[config.mk]
export PLATFORM = sky130hd
export DESIGN_NAME = out_port_switch_arbiter_flat
export DESIGN_NICKNAME = d
export VERILOG_FILES = /design/src/rtl/out_port_switch_arbiter_pkg.sv /design/src/rtl/out_port_switch_arbiter_if.sv /design/src/rtl/out_port_switch_arbiter_rr_priority_pick.sv /design/src/rtl/out_port_switch_arbiter.sv /design/src/flat_wrapper.sv
export SDC_FILE = /design/constraint.sdc
export NUM_CORES = 1
export LEC_CHECK = 0
export ABC_AREA = 1
export BUFFER_PORTS_ARGS = -buffer_cell sky130_fd_sc_hd__buf_2
export CAP_MARGIN = 20
export CORE_ASPECT_RATIO = 0.7
export CORE_UTILIZATION = 60
export CTS_CLUSTER_SIZE = 40
export DETAILED_ROUTE_END_ITERATION = 8
export GPL_TIMING_DRIVEN = 0
export PLACE_DENSITY = 0.92
export REMOVE_ABC_BUFFERS = 1
export SYNTH_ARGS = -nofsm -noshare
export SYNTH_HDL_FRONTEND = slang
export SYNTH_SLANG_ARGS = --single-unit
export TNS_END_PERCENT = 10
[constraint.sdc]
create_clock -name CLK -period 7.35 [get_ports CLK]
set_input_delay 0 -clock CLK [delete_from_list [all_inputs] [get_ports CLK]]
set_output_delay 0 -clock CLK [all_outputs]
set_load 0.01 [all_outputs]
[src/rtl/out_port_switch_arbiter_pkg.sv]
// Shared router parameters: port count, buffer depth, clog2 helper and
// the switch-allocator state encoding.
package out_port_switch_arbiter_pkg;

  localparam int RTR_NUM_PORTS = 4;
  localparam int RTR_BUF_DEPTH = 4;

  typedef enum logic {
    ST_IDLE = 1'b0,
    ST_BUSY = 1'b1
  } arb_state_e;

  function automatic int clog2(input int value);
    int res;
    res = 0;
    while ((1 << res) < value) res++;
    return res;
  endfunction

endpackage

[src/rtl/out_port_switch_arbiter_if.sv]
// Request/grant/credit bundle between the input side of the router and one
// output-port allocator.
interface out_port_switch_arbiter_if #(
  parameter int P_NUM_IN     = 4,
  parameter int P_SEL_WIDTH  = 2,
  parameter int P_CRED_WIDTH = 3
);
  logic [P_NUM_IN-1:0]     REQ;
  logic [P_NUM_IN-1:0]     HEAD;
  logic [P_NUM_IN-1:0]     TAIL;
  logic                    CREDIT_IN;
  logic [P_NUM_IN-1:0]     GNT;
  logic                    FIRE;
  logic [P_SEL_WIDTH-1:0]  SEL;
  logic                    LOCKED;
  logic [P_SEL_WIDTH-1:0]  OWNER;
  logic [P_CRED_WIDTH-1:0] CREDIT_CNT;
  logic                    CREDIT_ERR;

  modport master (
    output REQ, HEAD, TAIL, CREDIT_IN,
    input  GNT, FIRE, SEL, LOCKED, OWNER, CREDIT_CNT, CREDIT_ERR
  );

  modport slave (
    input  REQ, HEAD, TAIL, CREDIT_IN,
    output GNT, FIRE, SEL, LOCKED, OWNER, CREDIT_CNT, CREDIT_ERR
  );
endinterface

[src/rtl/out_port_switch_arbiter_rr_priority_pick.sv]
// Combinational round-robin pick: first set request at or above the start
// pointer, wrapping around; shared with the VC allocator.
module rr_priority_pick #(
  parameter int P_N = 4,
  parameter int P_W = 2
) (
  input  logic [P_N-1:0] req_i,
  input  logic [P_W-1:0] ptr_i,
  output logic [P_N-1:0] gnt_o,
  output logic [P_W-1:0] idx_o,
  output logic           any_o
);

  always_comb begin
    int j;
    gnt_o = '0;
    idx_o = '0;
    any_o = 1'b0;
    j     = 0;
    for (int k = 0; k < P_N; k++) begin
      j = int'(ptr_i) + k;
      if (j >= P_N) j = j - P_N;
      if (!any_o && req_i[j]) begin
        any_o    = 1'b1;
        gnt_o[j] = 1'b1;
        idx_o    = P_W'(j);
      end
    end
  end

endmodule

[src/rtl/out_port_switch_arbiter.sv]
// Output-port switch allocator: round-robin head arbitration, packet lock
// from head to tail, and credit-gated flit forwarding.
module out_port_switch_arbiter
  import out_port_switch_arbiter_pkg::*;
#(
  parameter int P_NUM_IN     = RTR_NUM_PORTS,
  parameter int P_BUF_DEPTH  = RTR_BUF_DEPTH,
  parameter int P_SEL_WIDTH  = clog2(P_NUM_IN),
  parameter int P_CRED_WIDTH = clog2(P_BUF_DEPTH + 1)
) (
  input  logic                      CLK,
  input  logic                      RST,
  out_port_switch_arbiter_if.slave  bus
);

  localparam logic [P_CRED_WIDTH-1:0] DEPTH_C = P_CRED_WIDTH'(P_BUF_DEPTH);

  arb_state_e              state_q, state_d;
  logic [P_SEL_WIDTH-1:0]  owner_q, owner_d;
  logic [P_SEL_WIDTH-1:0]  ptr_q, ptr_d;
  logic [P_CRED_WIDTH-1:0] cred_q, cred_d;
  logic                    err_q, err_d;

  logic [P_NUM_IN-1:0]     elig;
  logic [P_NUM_IN-1:0]     pick_gnt;
  logic [P_SEL_WIDTH-1:0]  pick_idx;
  logic                    pick_any;
  logic                    cred_ok;
  logic [P_NUM_IN-1:0]     gnt;
  logic [P_SEL_WIDTH-1:0]  sel;
  logic                    fire;

  function automatic logic [P_SEL_WIDTH-1:0] next_idx(input logic [P_SEL_WIDTH-1:0] x);
    return (int'(x) == P_NUM_IN - 1) ? '0 : x + 1'b1;
  endfunction

  assign cred_ok = (cred_q != '0);
  assign elig    = bus.REQ & bus.HEAD;

  rr_priority_pick #(
    .P_N (P_NUM_IN),
    .P_W (P_SEL_WIDTH)
  ) u_pick (
    .req_i (elig),
    .ptr_i (ptr_q),
    .gnt_o (pick_gnt),
    .idx_o (pick_idx),
    .any_o (pick_any)
  );

  // Grants are suppressed during reset even though the flops already hold
  // reset values, because a full credit count would otherwise let REQ through.
  always_comb begin
    gnt     = '0;
    sel     = '0;
    state_d = state_q;
    owner_d = owner_q;
    ptr_d   = ptr_q;
    if (!RST && cred_ok) begin
      case (state_q)
        ST_IDLE: begin
          if (pick_any) begin
            gnt = pick_gnt;
            sel = pick_idx;
            if (bus.TAIL[pick_idx]) begin
              ptr_d = next_idx(pick_idx);
            end else begin
              state_d = ST_BUSY;
              owner_d = pick_idx;
            end
          end
        end
        ST_BUSY: begin
          if (bus.REQ[owner_q]) begin
            gnt[owner_q] = 1'b1;
            sel          = owner_q;
            if (bus.TAIL[owner_q]) begin
              state_d = ST_IDLE;
              ptr_d   = next_idx(owner_q);
            end
          end
        end
        default: state_d = ST_IDLE;
      endcase
    end
  end

  assign fire = |gnt;

  always_comb begin
    cred_d = cred_q;
    err_d  = err_q;
    case ({fire, bus.CREDIT_IN})
      2'b10:   cred_d = cred_q - 1'b1;
      2'b01: begin
        if (cred_q == DEPTH_C) err_d  = 1'b1;
        else                   cred_d = cred_q + 1'b1;
      end
      default: cred_d = cred_q;
    endcase
  end

  always_ff @(posedge CLK or posedge RST) begin
    if (RST) begin
      state_q <= ST_IDLE;
      owner_q <= '0;
      ptr_q   <= '0;
      cred_q  <= DEPTH_C;
      err_q   <= 1'b0;
    end else begin
      state_q <= state_d;
      owner_q <= owner_d;
      ptr_q   <= ptr_d;
      cred_q  <= cred_d;
      err_q   <= err_d;
    end
  end

  assign bus.GNT        = gnt;
  assign bus.FIRE       = fire;
  assign bus.SEL        = sel;
  assign bus.LOCKED     = (state_q == ST_BUSY);
  assign bus.OWNER      = owner_q;
  assign bus.CREDIT_CNT = cred_q;
  assign bus.CREDIT_ERR = err_q;

endmodule

[src/flat_wrapper.sv]
// flat-port wrapper written by rule: the top's interface ports become plain ports
module out_port_switch_arbiter_flat import out_port_switch_arbiter_pkg::*;
#(
  parameter int P_NUM_IN     = RTR_NUM_PORTS,
  parameter int P_BUF_DEPTH  = RTR_BUF_DEPTH,
  parameter int P_SEL_WIDTH  = clog2(P_NUM_IN),
  parameter int P_CRED_WIDTH = clog2(P_BUF_DEPTH + 1)
)
  (CLK, RST, bus_REQ, bus_HEAD, bus_TAIL, bus_CREDIT_IN, bus_GNT, bus_FIRE, bus_SEL, bus_LOCKED, bus_OWNER, bus_CREDIT_CNT, bus_CREDIT_ERR);
  out_port_switch_arbiter_if #(.P_NUM_IN(P_NUM_IN), .P_SEL_WIDTH(P_SEL_WIDTH), .P_CRED_WIDTH(P_CRED_WIDTH)) bus_i ();
  input  logic CLK;
  input  logic RST;
  input wire logic [$bits(bus_i.REQ)-1:0] bus_REQ;
  input wire logic [$bits(bus_i.HEAD)-1:0] bus_HEAD;
  input wire logic [$bits(bus_i.TAIL)-1:0] bus_TAIL;
  input wire logic [$bits(bus_i.CREDIT_IN)-1:0] bus_CREDIT_IN;
  output wire logic [$bits(bus_i.GNT)-1:0] bus_GNT;
  output wire logic [$bits(bus_i.FIRE)-1:0] bus_FIRE;
  output wire logic [$bits(bus_i.SEL)-1:0] bus_SEL;
  output wire logic [$bits(bus_i.LOCKED)-1:0] bus_LOCKED;
  output wire logic [$bits(bus_i.OWNER)-1:0] bus_OWNER;
  output wire logic [$bits(bus_i.CREDIT_CNT)-1:0] bus_CREDIT_CNT;
  output wire logic [$bits(bus_i.CREDIT_ERR)-1:0] bus_CREDIT_ERR;
  assign bus_i.REQ = bus_REQ;
  assign bus_i.HEAD = bus_HEAD;
  assign bus_i.TAIL = bus_TAIL;
  assign bus_i.CREDIT_IN = bus_CREDIT_IN;
  assign bus_GNT = bus_i.GNT;
  assign bus_FIRE = bus_i.FIRE;
  assign bus_SEL = bus_i.SEL;
  assign bus_LOCKED = bus_i.LOCKED;
  assign bus_OWNER = bus_i.OWNER;
  assign bus_CREDIT_CNT = bus_i.CREDIT_CNT;
  assign bus_CREDIT_ERR = bus_i.CREDIT_ERR;
  out_port_switch_arbiter #(.P_NUM_IN(P_NUM_IN), .P_BUF_DEPTH(P_BUF_DEPTH), .P_SEL_WIDTH(P_SEL_WIDTH), .P_CRED_WIDTH(P_CRED_WIDTH)) u_core (.CLK(CLK), .RST(RST), .bus(bus_i));
endmodule
After elaboration in Yosys (flattened, before gate mapping)
Cells that the tools add are included.
{"block": "totals", "mem_bits_rw": 0, "memories": 0, "latch_bits": 0, "rom_bits": 0, "register_bits": 9, "wordCells": 133, "in_bits": 15, "out_inout_bits": 14}
{"block": "classes", "eq_ne": 10, "n_shift": 0, "reduce_logical": 20, "n_addsub": 11, "bitwise_logic": 6, "order_cmp": 15, "div_mod_pow": 0, "multipliers": 0, "n_mux": 66}
{"cell": "32-bit by 1-bit >= comparator with 1-bit output, second input constant", "n": 4}
{"cell": "32-bit by 4-bit less-than comparator with 1-bit output, second input constant", "n": 4}
{"cell": "32-bit 2-to-1 mux", "n": 4}
{"cell": "4-bit 2-to-1 mux", "n": 7}
{"cell": "2-bit 2-to-1 mux", "n": 13}
{"cell": "1-bit 2-to-1 mux", "n": 24}
{"cell": "1-bit binary-select mux with 2-bit select", "n": 7}
{"cell": "4-bit bitwise OR", "n": 3}
{"cell": "3-bit by 3-bit subtractor with 4-bit output, second input constant", "n": 3}
{"cell": "1-bit demux with 2-bit select", "n": 5}
{"cell": "3-bit >= comparator, second input constant", "n": 3}
{"cell": "1-bit logical AND", "n": 9}
{"cell": "2-bit one-hot mux with 2 select lines", "n": 2}
{"cell": "4-bit one-hot mux with 2 select lines", "n": 1}
{"cell": "2-bit by 2-bit adder with 3-bit output, second input constant", "n": 2}
{"cell": "2-bit by 1-bit equality test with 1-bit output, second input constant", "n": 3}
{"cell": "2-bit by 3-bit less-than comparator with 1-bit output, second input constant", "n": 2}
{"cell": "2-bit != test, second input constant", "n": 3}
{"cell": "3-bit one-hot mux with 2 select lines", "n": 1}
{"cell": "5-bit AND reduction", "n": 1}
{"cell": "2-bit by 1-bit adder with 2-bit output, second input constant", "n": 2}
{"cell": "4-bit AND", "n": 1}
{"cell": "1-bit logical NOT", "n": 4}
{"cell": "2-bit by 1-bit != test with 1-bit output, second input constant", "n": 2}
{"cell": "16 further kinds", "n": 18}

Logic depth before layout (Yosys ltp)
Gate-level depths: netlist of run 1.
{"block": "logic_depth", "word_depth": 22, "mapped_depth": 20, "ltp_nobuf": 19}

By module
Synthesis of run 1 repeated with hierarchy kept, for this count alone.
{"block": "hier_totals", "hier_cells": 210, "area_unflattened_um2": 1376.3}
{"module": "out_port_switch_arbiter", "area_per_inst_um2": 915.9, "seq_area_each_um2": 226.5, "cells_each": 133, "instances": 1}
{"module": "rr_priority_pick", "area_per_inst_um2": 460.4, "seq_area_each_um2": 0.0, "cells_each": 77, "instances": 1}

Worst setup path before layout of run 1
Ideal clock, no wire load.
{"block": "synth_timing", "path_type": "reg2reg", "start": "register u_core.ptr_q[1]", "end": "register u_core.cred_q[2], in the netlist u_core.bus.CREDIT_CNT[2]", "path_slack_ns": 4.676, "t_required_ns": 7.292, "path_stages_with_launch": 19, "setup_ns": 0.058, "path_buffers": 0, "arrival_time_ns": 2.616, "period_less_slack_ns": 2.674, "cell_sequence": "dfrtp_1 > inv_1 > ha_1 > inv_1 > nand2_1 > nand2_1 > nand4_2 > nand2_1 > inv_1 > nand2_1 > nand2_1 > nor2_2 > nand2_1 > fa_1 > inv_1 > nand3_1 > nand3_1 > nand2_1 > inv_1"}
{"block": "synth_between", "elab_chain_len": 22, "word_cells_on_any_way": 74, "cone_classes": "7 x add/sub; 12 x order compare; 3 x eq/ne; 36 x mux; 3 x bitwise; 13 x reduce/logical"}
{"item": "start, declared", "line": "out_port_switch_arbiter.sv:20", "text": "logic [P_SEL_WIDTH-1:0] ptr_q, ptr_d;"}
{"item": "start signal, assigned", "line": "out_port_switch_arbiter.sv:113", "text": "ptr_q <= ptr_d;"}
{"item": "branches (longest 15 deep; another with 32-bit by 1-bit >= comparator with 1-bit output)"}
{"item": "4-bit 2-to-1 mux (*)", "line": "out_port_switch_arbiter.sv:62", "text": "if (pick_any) begin"}
{"item": "4-bit one-hot mux with 2 select lines (*)", "line": "out_port_switch_arbiter.sv:60", "text": "case (state_q)"}
{"item": "4-bit 2-to-1 mux (*)", "line": "out_port_switch_arbiter.sv:59", "text": "if (!RST && cred_ok) begin"}
{"item": "4-bit OR reduction (*)", "line": "out_port_switch_arbiter.sv:88", "text": "assign fire = |gnt;"}
{"item": "2-bit by 1-bit equality test with 1-bit output or 2-bit equality test (tied branches)", "line": "out_port_switch_arbiter.sv:93", "text": "case ({fire, bus.CREDIT_IN})"}
{"item": "2-bit != test (no line) or 2-bit nonzero test (tied branches)"}
{"item": "2-bit AND reduction (no line)"}
{"item": "end signal, assigned", "line": "out_port_switch_arbiter.sv:114", "text": "cred_q <= cred_d;"}
{"item": "end, declared", "line": "out_port_switch_arbiter.sv:21", "text": "logic [P_CRED_WIDTH-1:0] cred_q, cred_d;"}
Every way passes the cells marked *. The select of a mux whose other input is x is not followed.
A chain may end at the register's enable or synchronous reset.

Final worst setup path of run 1
Ends and elaborated chain as after synthesis.

==> results by group, run 1 <==
Outcome
  • Status: completed

Worst setup path
  • Slowest stage delay, CP: roughly 0.57 ns
  • Worst r2r src: u_core.ptr_q[1]$_DFFE_PP0P_
  • Worst setup endpoint: u_core.bus.CREDIT_CNT[2]$_DFFE_PP1P_
  • Flop-to-flop setup slack: about 4.2 ns
  • Crit path required time: between 7 and 8 ns
  • Worst r2r dst: u_core.bus.CREDIT_CNT[2]$_DFFE_PP1P_
  • CP Launch Point: u_core.ptr_q[1]$_DFFE_PP0P_
  • Cell family with most CP delay: simple AND/OR/NAND/NOR gates
  • Slowest-stage cell, CP: dfrtp_1
  • Reg2Reg Depth: 19
  • Startpoint Class: flop
  • Critical Path Sink Type: flop
  • CP Depth: 19
  • Critical-path cell list: inv_1, ha_1, inv_1, nand2_1, nand2_2, nor2_4, nand4_2, nand2_1, inv_1, nand2_2, nand2_1, nor2_2, nand2_1, fa_1, inv_1, nand3_1, nand3_1, nand2_1, inv_1
  • Crit Path Category: reg2reg
  • Crit path DAT: 3.37 ns
  • Buf+Inv Stages, Crit Path: 5
  • CP max FO: 10

Clocking
  • H-tree Lvls: 1
  • Resize count post-CTS: 0
  • Num CTS Buffers: 3
  • CTS tree: yes
  • Clk_lat worst skew: approximately 0.26 ns
  • Hold_buf cts: 1
  • Clk buf depth: 2
  • Root buffer cell: clkbuf_4
  • Clock transition at path regs: about 0.060 ns
  • Setup Buffers After CTS: 0
  • Clk sink count: 9

Yosys
  • Compound-Gate Fraction of Synth Area: a little under 9%
  • Register area share after synthesis: ~16%
  • Ys async rst share: 100%
  • Main combinational cell family by area after synthesis: simple AND/OR/NAND/NOR gates
  • Post-synthesis cell count: 236
  • Mux cell area share after synthesis: 0%
  • Main flop type after synthesis: dfrtp_1
  • Fraction of synthesized cell area in xor and xnor cells: 0.611%
  • Synthesis Warnings: 0
  • Yosys reg bits: 9
  • Syn Area/Cell: 6.08 um2
  • Adder-Cell Fraction of Synth Area: between 10% and 20%
  • Leading area contributor after synthesis: nand2_1
  • Synth cell count leaders: 82 x nand2_1, 30 x inv_1, 26 x nand3_1
  • Post-synthesis simple-gate area fraction: roughly half
  • Post-synth EDFFs: 0
  • Post-synth top area share: 21.5%
  • Top-count cell post-synth: nand2_1
  • Post-synth cell types: 32
  • Synthesized area: ~0.0014 mm2
  • Top post-synthesis cells by area: nand2_1 21%, dfrtp_1 14%, ha_1 10%

Power and ir drop
  • Clock power share: roughly 4.4%
  • NetSw: 526 uW
  • Comb power frac: roughly 80%
  • Total Power: between 800 and 900 uW
  • Leakage power: approximately 0.00095 uW
  • Flop pwr share: between 10% and 20%
  • VDD IR max: ~0.00027 V
  • Cell Int Power: 335 uW
  • Switching part of the total: 61.1%
  • Power Density: 528 mW/mm2

Flow run
  • MaxCap Viol Count: 0

Timing
  • Max-slew violation count: 0
  • Unrepaired setup endpoints after global routing: false
  • Final worst-path cycle share: a little over two fifths
  • Max Clock Freq: ~0.32 GHz
  • Setup TNS: 0 ns
  • Final setup viols: 0
  • Fin. Hold Viols: 0
  • Slew @ Worst Pin: 0.811 ns
  • Crit path time final: ~3.2 ns
  • Skew final: 0.00503 ns
  • Max transition margin: between 40% and 50%

Cells and area
  • Nets@finish: around 300
  • Area grow syn2layout: 13.7%
  • Layout cell share with drive strength beyond 1: between 20% and 30%
  • Diode count: 0

Hold path
  • Min-delay worst type: in2reg
  • Hold path depth: 3

Routing
  • Routed Antenna Nets: 0
  • Initial drt markers: between 70 and 80
  • Vias: 1,533
  • Drt drc: 0
  • Vias per inst: roughly 5
  • Drt first pass iters: 4
  • DR WL/cell: 11.1 um
  • Routed WL: around 3300 um

Placed design
  • Input/output buffers: 28
  • Gpl congestion: roughly 0.86
  • HPWL after DPL: 2680 um

Floorplan
  • Die area: approximately 0.0026 mm2
  • Die Wd: between 60 and 70 um
  • Io pins: 29
  • Core ar.: between 0.002 and 0.0025 mm2
  • # rows: 14
  • Initial core utilization: 65.0%
  • Die Span Y: about 43 um

GRT
  • Largest net degree at the start of global routing: 15
  • Gr ovfl total: 0
  • Global Route Usage Sum: between 20% and 30%
  • Antenna violations before repair: 0
  • First-pass GRT wire length: 5710 um
  • Vias in the first global route: roughly 1.3k
-- power groups by stage --
| stage | combinational (uW) | clock (uW) | sequential (uW) |
|---|---|---|---|
| 6_report | 688 | 37.6 | 135 |
| 5_1_grt | 784 | 41.5 | 142 |
| 4_1_cts | 685 | 38.6 | 135 |
| 3_5_place_dp | 682 | 0 | 136 |
| 3_3_place_gp | 661 | 0 | 134 |
| 2_1_floorplan | 527 | 0 | 131 |
-- worst min path at each step --
stage	start	end	slack, ns
after floorplan	RST	asynchronous set/reset pin	-0.16
after global placement	RST	u_core.bus.LOCKED$_DFFE_PP0P_	-0.03
after detailed placement	RST	u_core.bus.LOCKED$_DFFE_PP0P_	-0.02
after CTS	bus_CREDIT_IN	u_core.bus.CREDIT_ERR$_DFFE_PP0P_	0.1
after global routing	bus_CREDIT_IN	u_core.bus.CREDIT_ERR$_DFFE_PP0P_	0.11
final	bus_CREDIT_IN	u_core.bus.CREDIT_ERR$_DFFE_PP0P_	0.1
-- per-layer routing --
layer / part of all wire, % / GRT usage, % / vias to the layer above
li1: - / - / 802
met1: 52 / 42.4 / 677
met2: 43 / 45.5 / 50
met3: 4.6 / 3.96 / 4
met4: 0.55 / 4.55 / 0
met5: 0 / 0 / -
-- metrics by stage --
stage / setup slack, ns / std cells / utilization [%] / cell area (um2) / hold WS (ns)
2_1_floorplan: 4.62 / 233 / - / 1410 / -0.165
3_3_place_gp: 4.25 / 293 / 72.2 / 1590 / -0.0334
3_5_place_dp: 4.23 / 293 / 72.2 / 1590 / -0.0201
4_1_cts: 4.19 / 298 / 73.9 / 1630 / 0.0970
5_1_grt: 3.92 / 298 / 73.9 / 1630 / 0.110
6_report: 4.18 / 298 / 73.9 / 1630 / 0.0953
-- cell usage in the layout, fill, tap and decap left out, types with 2 or more instances in the layout --
| cell | instances |
|---|---|
| inv_2 | 5 |
| nand4_1 | 2 |
| clkbuf_4 | 3 |
| nand2_2 | 14 |
| a21oi_1 | 9 |
| nor2_1 | 11 |
| ha_1 | 12 |
| o21ai_0 | 5 |
| nand2_1 | 82 |
| nor2_4 | 4 |
| buf_2 | 28 |
| nand3_1 | 26 |
| o21ai_1 | 2 |
| dfrtp_1 | 8 |
| o31ai_1 | 2 |
| nand3_2 | 7 |
| inv_1 | 30 |
-- logic make-up after synthesis --
group           count (synthesis)
flops                           9
xor+xnor                        1
compound gates                 22
buf+inv                        40
fa+ha+maj                      13
simple gates                  151
-- area by class of cell --
cell class / count / area, um2
clock buffers: 4 / 26.3
fillers: 212 / 577
inverters: 37 / 146
multi-input cells: 187 / 1040
flip-flops and latches: 9 / 226
well taps: 32 / 40.0
repair buffers: 29 / 150
-- worst min-delay path, delay by kind of cell --
family	cells	cell delay (ns)
AOI/OAI and AO/OA	1	0.08
buffers and inverters	1	0.12
and+or+nand+nor	1	0.10
Power figures use the tool's default switching activity.
==> run 2, diff against run 1 <==
Settings changed: CORE_UTILIZATION 60 to 50, PLACE_DENSITY 0.92 to 0.83.
Clock period 7.35 ns to 2.8 ns, I/O delays scaled along.
==> run 2 against run 1 <==
Compared with the run above:
- final area is 7.1% higher
- flip-flop and latch count stayed put
- fmax is 20% higher
- sequential power is 150% higher
- sequential share of layout area is 0.71 points lower
- core utilization is 6.4 points lower
- first-iteration DRC count is 21% higher
==> results by group, run 2 (synthesized netlist as in run 1, its figures left out) <==
Routing
  • Routed Antenna Nets: 0 (unchanged)
  • DR WL/cell: 11.9 um (was 11.1 um)
  • Vias per inst: 5.02 (was 5.14)
  • Vias: 1,537 (was 1,533)
  • Drt drc: 0 (unchanged)
  • Routed WL: 3640 um (was 3300 um)
  • Initial drt markers: 86 (was 71)
  • Drt first pass iters: 4 (unchanged)

Cells and area
  • Diode count: 0 (unchanged)
  • Filler Cell Count: 221 (was 212)
  • Multi-input gate area: 0.00109 mm2 (was 0.00104 mm2)
  • Most common cell after layout, fill and taps aside: nand2_1 (unchanged)
  • Layout cell share with drive strength beyond 1: 32.0% (was 25.6%)
  • Reg area: 230 um2 (was 226 um2)
  • Most frequent cells in the layout: 77 x nand2_1, 28 x inv_1, 28 x buf_2, 26 x nand3_1, 19 x nand2_2 (was 82 x nand2_1, 30 x inv_1, 28 x buf_2, 26 x nand3_1, 14 x nand2_2)
  • Final core utilization: 67.4% (was 73.9%)
  • Area grow syn2layout: 21.8% (was 13.7%)
  • Nets@finish: 301 (was 295)

Floorplan
  • Die Span Y: 46.8 um (was 42.9 um)
  • Die area: 0.00309 mm2 (was 0.00259 mm2)
  • Io pins: 29 (unchanged)
  • Die Wd: 66.0 um (was 60.4 um)
  • Core ar.: 0.00259 mm2 (was 0.00221 mm2)
  • Initial core utilization: 55.4% (was 65.0%)
  • # rows: 15 (was 14)

Timing
  • Max transition margin: 63.0% (was 45.5%)
  • Slew @ Worst Pin: 0.551 ns (was 0.811 ns)
  • Fin. Hold Viols: 0 (unchanged)
  • Crit path time final: 2.64 ns (was 3.17 ns)
  • Final worst-path cycle share: 94.2% (was 43.1%)
  • Unrepaired setup endpoints after global routing: false (unchanged)
  • Final setup viols: 0 (unchanged)
  • Skew final: 0.00169 ns (was 0.00503 ns)
  • Max-slew violation count: 0 (unchanged)
  • Max Clock Freq: 0.379 GHz (was 0.316 GHz)

Worst setup path
  • Worst r2r dst: u_core.bus.CREDIT_CNT[2]$_DFFE_PP1P_ (unchanged)
  • Reg2Reg Depth: 18 (was 19)
  • Worst r2r src: u_core.ptr_q[1]$_DFFE_PP0P_ (unchanged)
  • Flop-to-flop setup slack: 0.16 ns (was 4.18 ns)
  • Crit path required time: 2.98 ns (was 7.55 ns)
  • Startpoint Class: flop (unchanged)
  • CP max FO: 7 (was 10)
  • Crit Path Category: reg2reg (unchanged)
  • Critical Path Sink Type: flop (unchanged)
  • Crit path DAT: 2.82 ns (was 3.37 ns)

Clocking
  • Num CTS Buffers: 3 (unchanged)
  • Clk buf depth: 2 (unchanged)
  • Root buffer cell: clkbuf_8 (was clkbuf_4)
  • CTS tree: yes (unchanged)
  • Clk sink count: 9 (unchanged)
  • H-tree Lvls: 1 (unchanged)
  • Clock transition at path regs: 0.04 ns (was 0.06 ns)
  • Clk_lat worst skew: 0.23 ns (was 0.26 ns)

GRT
  • Largest net degree at the start of global routing: 15 (unchanged)
  • Global Route Usage Sum: 24.7% (was 28.9%)
  • Vias in the first global route: 1,302 (was 1,325)
  • Gr ovfl total: 0 (unchanged)
  • First-pass GRT wire length: 5710 um (unchanged)
  • Antenna violations before repair: 0 (unchanged)

Outcome
  • Status: completed (unchanged)

Placed design
  • Gpl congestion: 0.889 (was 0.864)
  • Input/output buffers: 28 (unchanged)
  • HPWL after DPL: 2570 um (was 2680 um)

Power and ir drop
  • Total Power: 2560 uW (was 861 uW)
  • VDD IR max: 0.000772 V (was 0.000274 V)
  • Power Density: 1470 mW/mm2 (was 528 mW/mm2)
  • Leakage power: 0.000979 uW (was 0.000946 uW)

Hold path
  • Min-delay worst type: in2reg (unchanged)
  • Hold path depth: 3 (unchanged)
  • Hold EP: u_core.bus.CREDIT_ERR$_DFFE_PP0P_ (unchanged)
  • Hold_sp: bus_CREDIT_IN (unchanged)

Flow run
  • MaxCap Viol Count: 0 (unchanged)
## run 2: how the worst max path moves through the flow
stage / start / endpoint / slack [ns] / cells after the start
final: u_core.ptr_q[1]$_DFFE_PP0P_ / u_core.bus.CREDIT_CNT[2]$_DFFE_PP1P_ / 0.16 / 18
after global routing: u_core.ptr_q[1]$_DFFE_PP0P_ / u_core.bus.CREDIT_CNT[2]$_DFFE_PP1P_ / 0.02 / 18
after CTS: flop / u_core.bus.CREDIT_CNT[2]$_DFFE_PP1P_ / 0.004 / 19
after detailed placement: flop / u_core.bus.CREDIT_CNT[2]$_DFFE_PP1P_ / -0.38 / 18
after global placement: flop / u_core.bus.CREDIT_CNT[2]$_DFFE_PP1P_ / -0.35 / 18
after floorplan: flop / u_core.bus.CREDIT_CNT[2]$_DFFE_PP1P_ / 0.07 / 18
## run 2: final cells by class
cell class              instances  share of cell area [%]
clock buffers                   4                    2.58
well taps                      34                    2.44
multi-input cells             187                    62.2
repair buffers                 35                    11.2
flip-flops and latches          9                    13.2
inverters                      37                    8.38
## run 2: repair_timing
action,in CTS,in global routing
setup buffers,2,4
hold endpoints to repair,8,0
endpoints found under the setup margin,2,2
resized for setup,6,10
pin swaps,0,3
hold buffers,1,0
## run 2: metrics by stage
step / instances / hold slack (ns) / setup TNS, ns / instance area (um2) / setup slack (ns)
4_1_cts: 302 / 0.143 / 0 / 1680 / 0.00353
6_report: 306 / 0.128 / 0 / 1750 / 0.163
3_5_place_dp: 295 / -0.0274 / -0.625 / 1600 / -0.380
5_1_grt: 306 / 0.139 / 0 / 1750 / 0.0159
2_1_floorplan: 233 / -0.165 / 0 / 1410 / 0.0699
3_3_place_gp: 295 / -0.0273 / -0.525 / 1600 / -0.347
## run 2: worst max-delay path: stages (launching register included)
cell,delay [ns]
dfrtp_2,0.42
inv_2,0.15
ha_4,0.24
nand3_1,0.12
nand2_2,0.10
nor2_4,0.15
nand4_4,0.12
nand2_1,0.10
inv_1,0.04
nand2_1,0.08
nand2_2,0.08
nor2_4,0.13
nand2_2,0.09
fa_2,0.40
inv_1,0.08
nand3_1,0.08
nand3_1,0.08
nand2_1,0.06
inv_1,0.05
## run 2: metal layers
| metal | global-route usage [%] | routed length, um | vias to the layer above |
|---|---|---|---|
| li1 | - | - | 819 |
| met1 | 35.6 | 1770 | 664 |
| met2 | 40.4 | 1620 | 49 |
| met3 | 4.37 | 207 | 5 |
| met4 | 2.98 | 31 | 0 |
| met5 | 0 | 0 | - |
## run 2: where the power goes
part	internal (uW)	switching, uW
Combinational	764	1310
Clock	99.2	51.3
Sequential	207	131
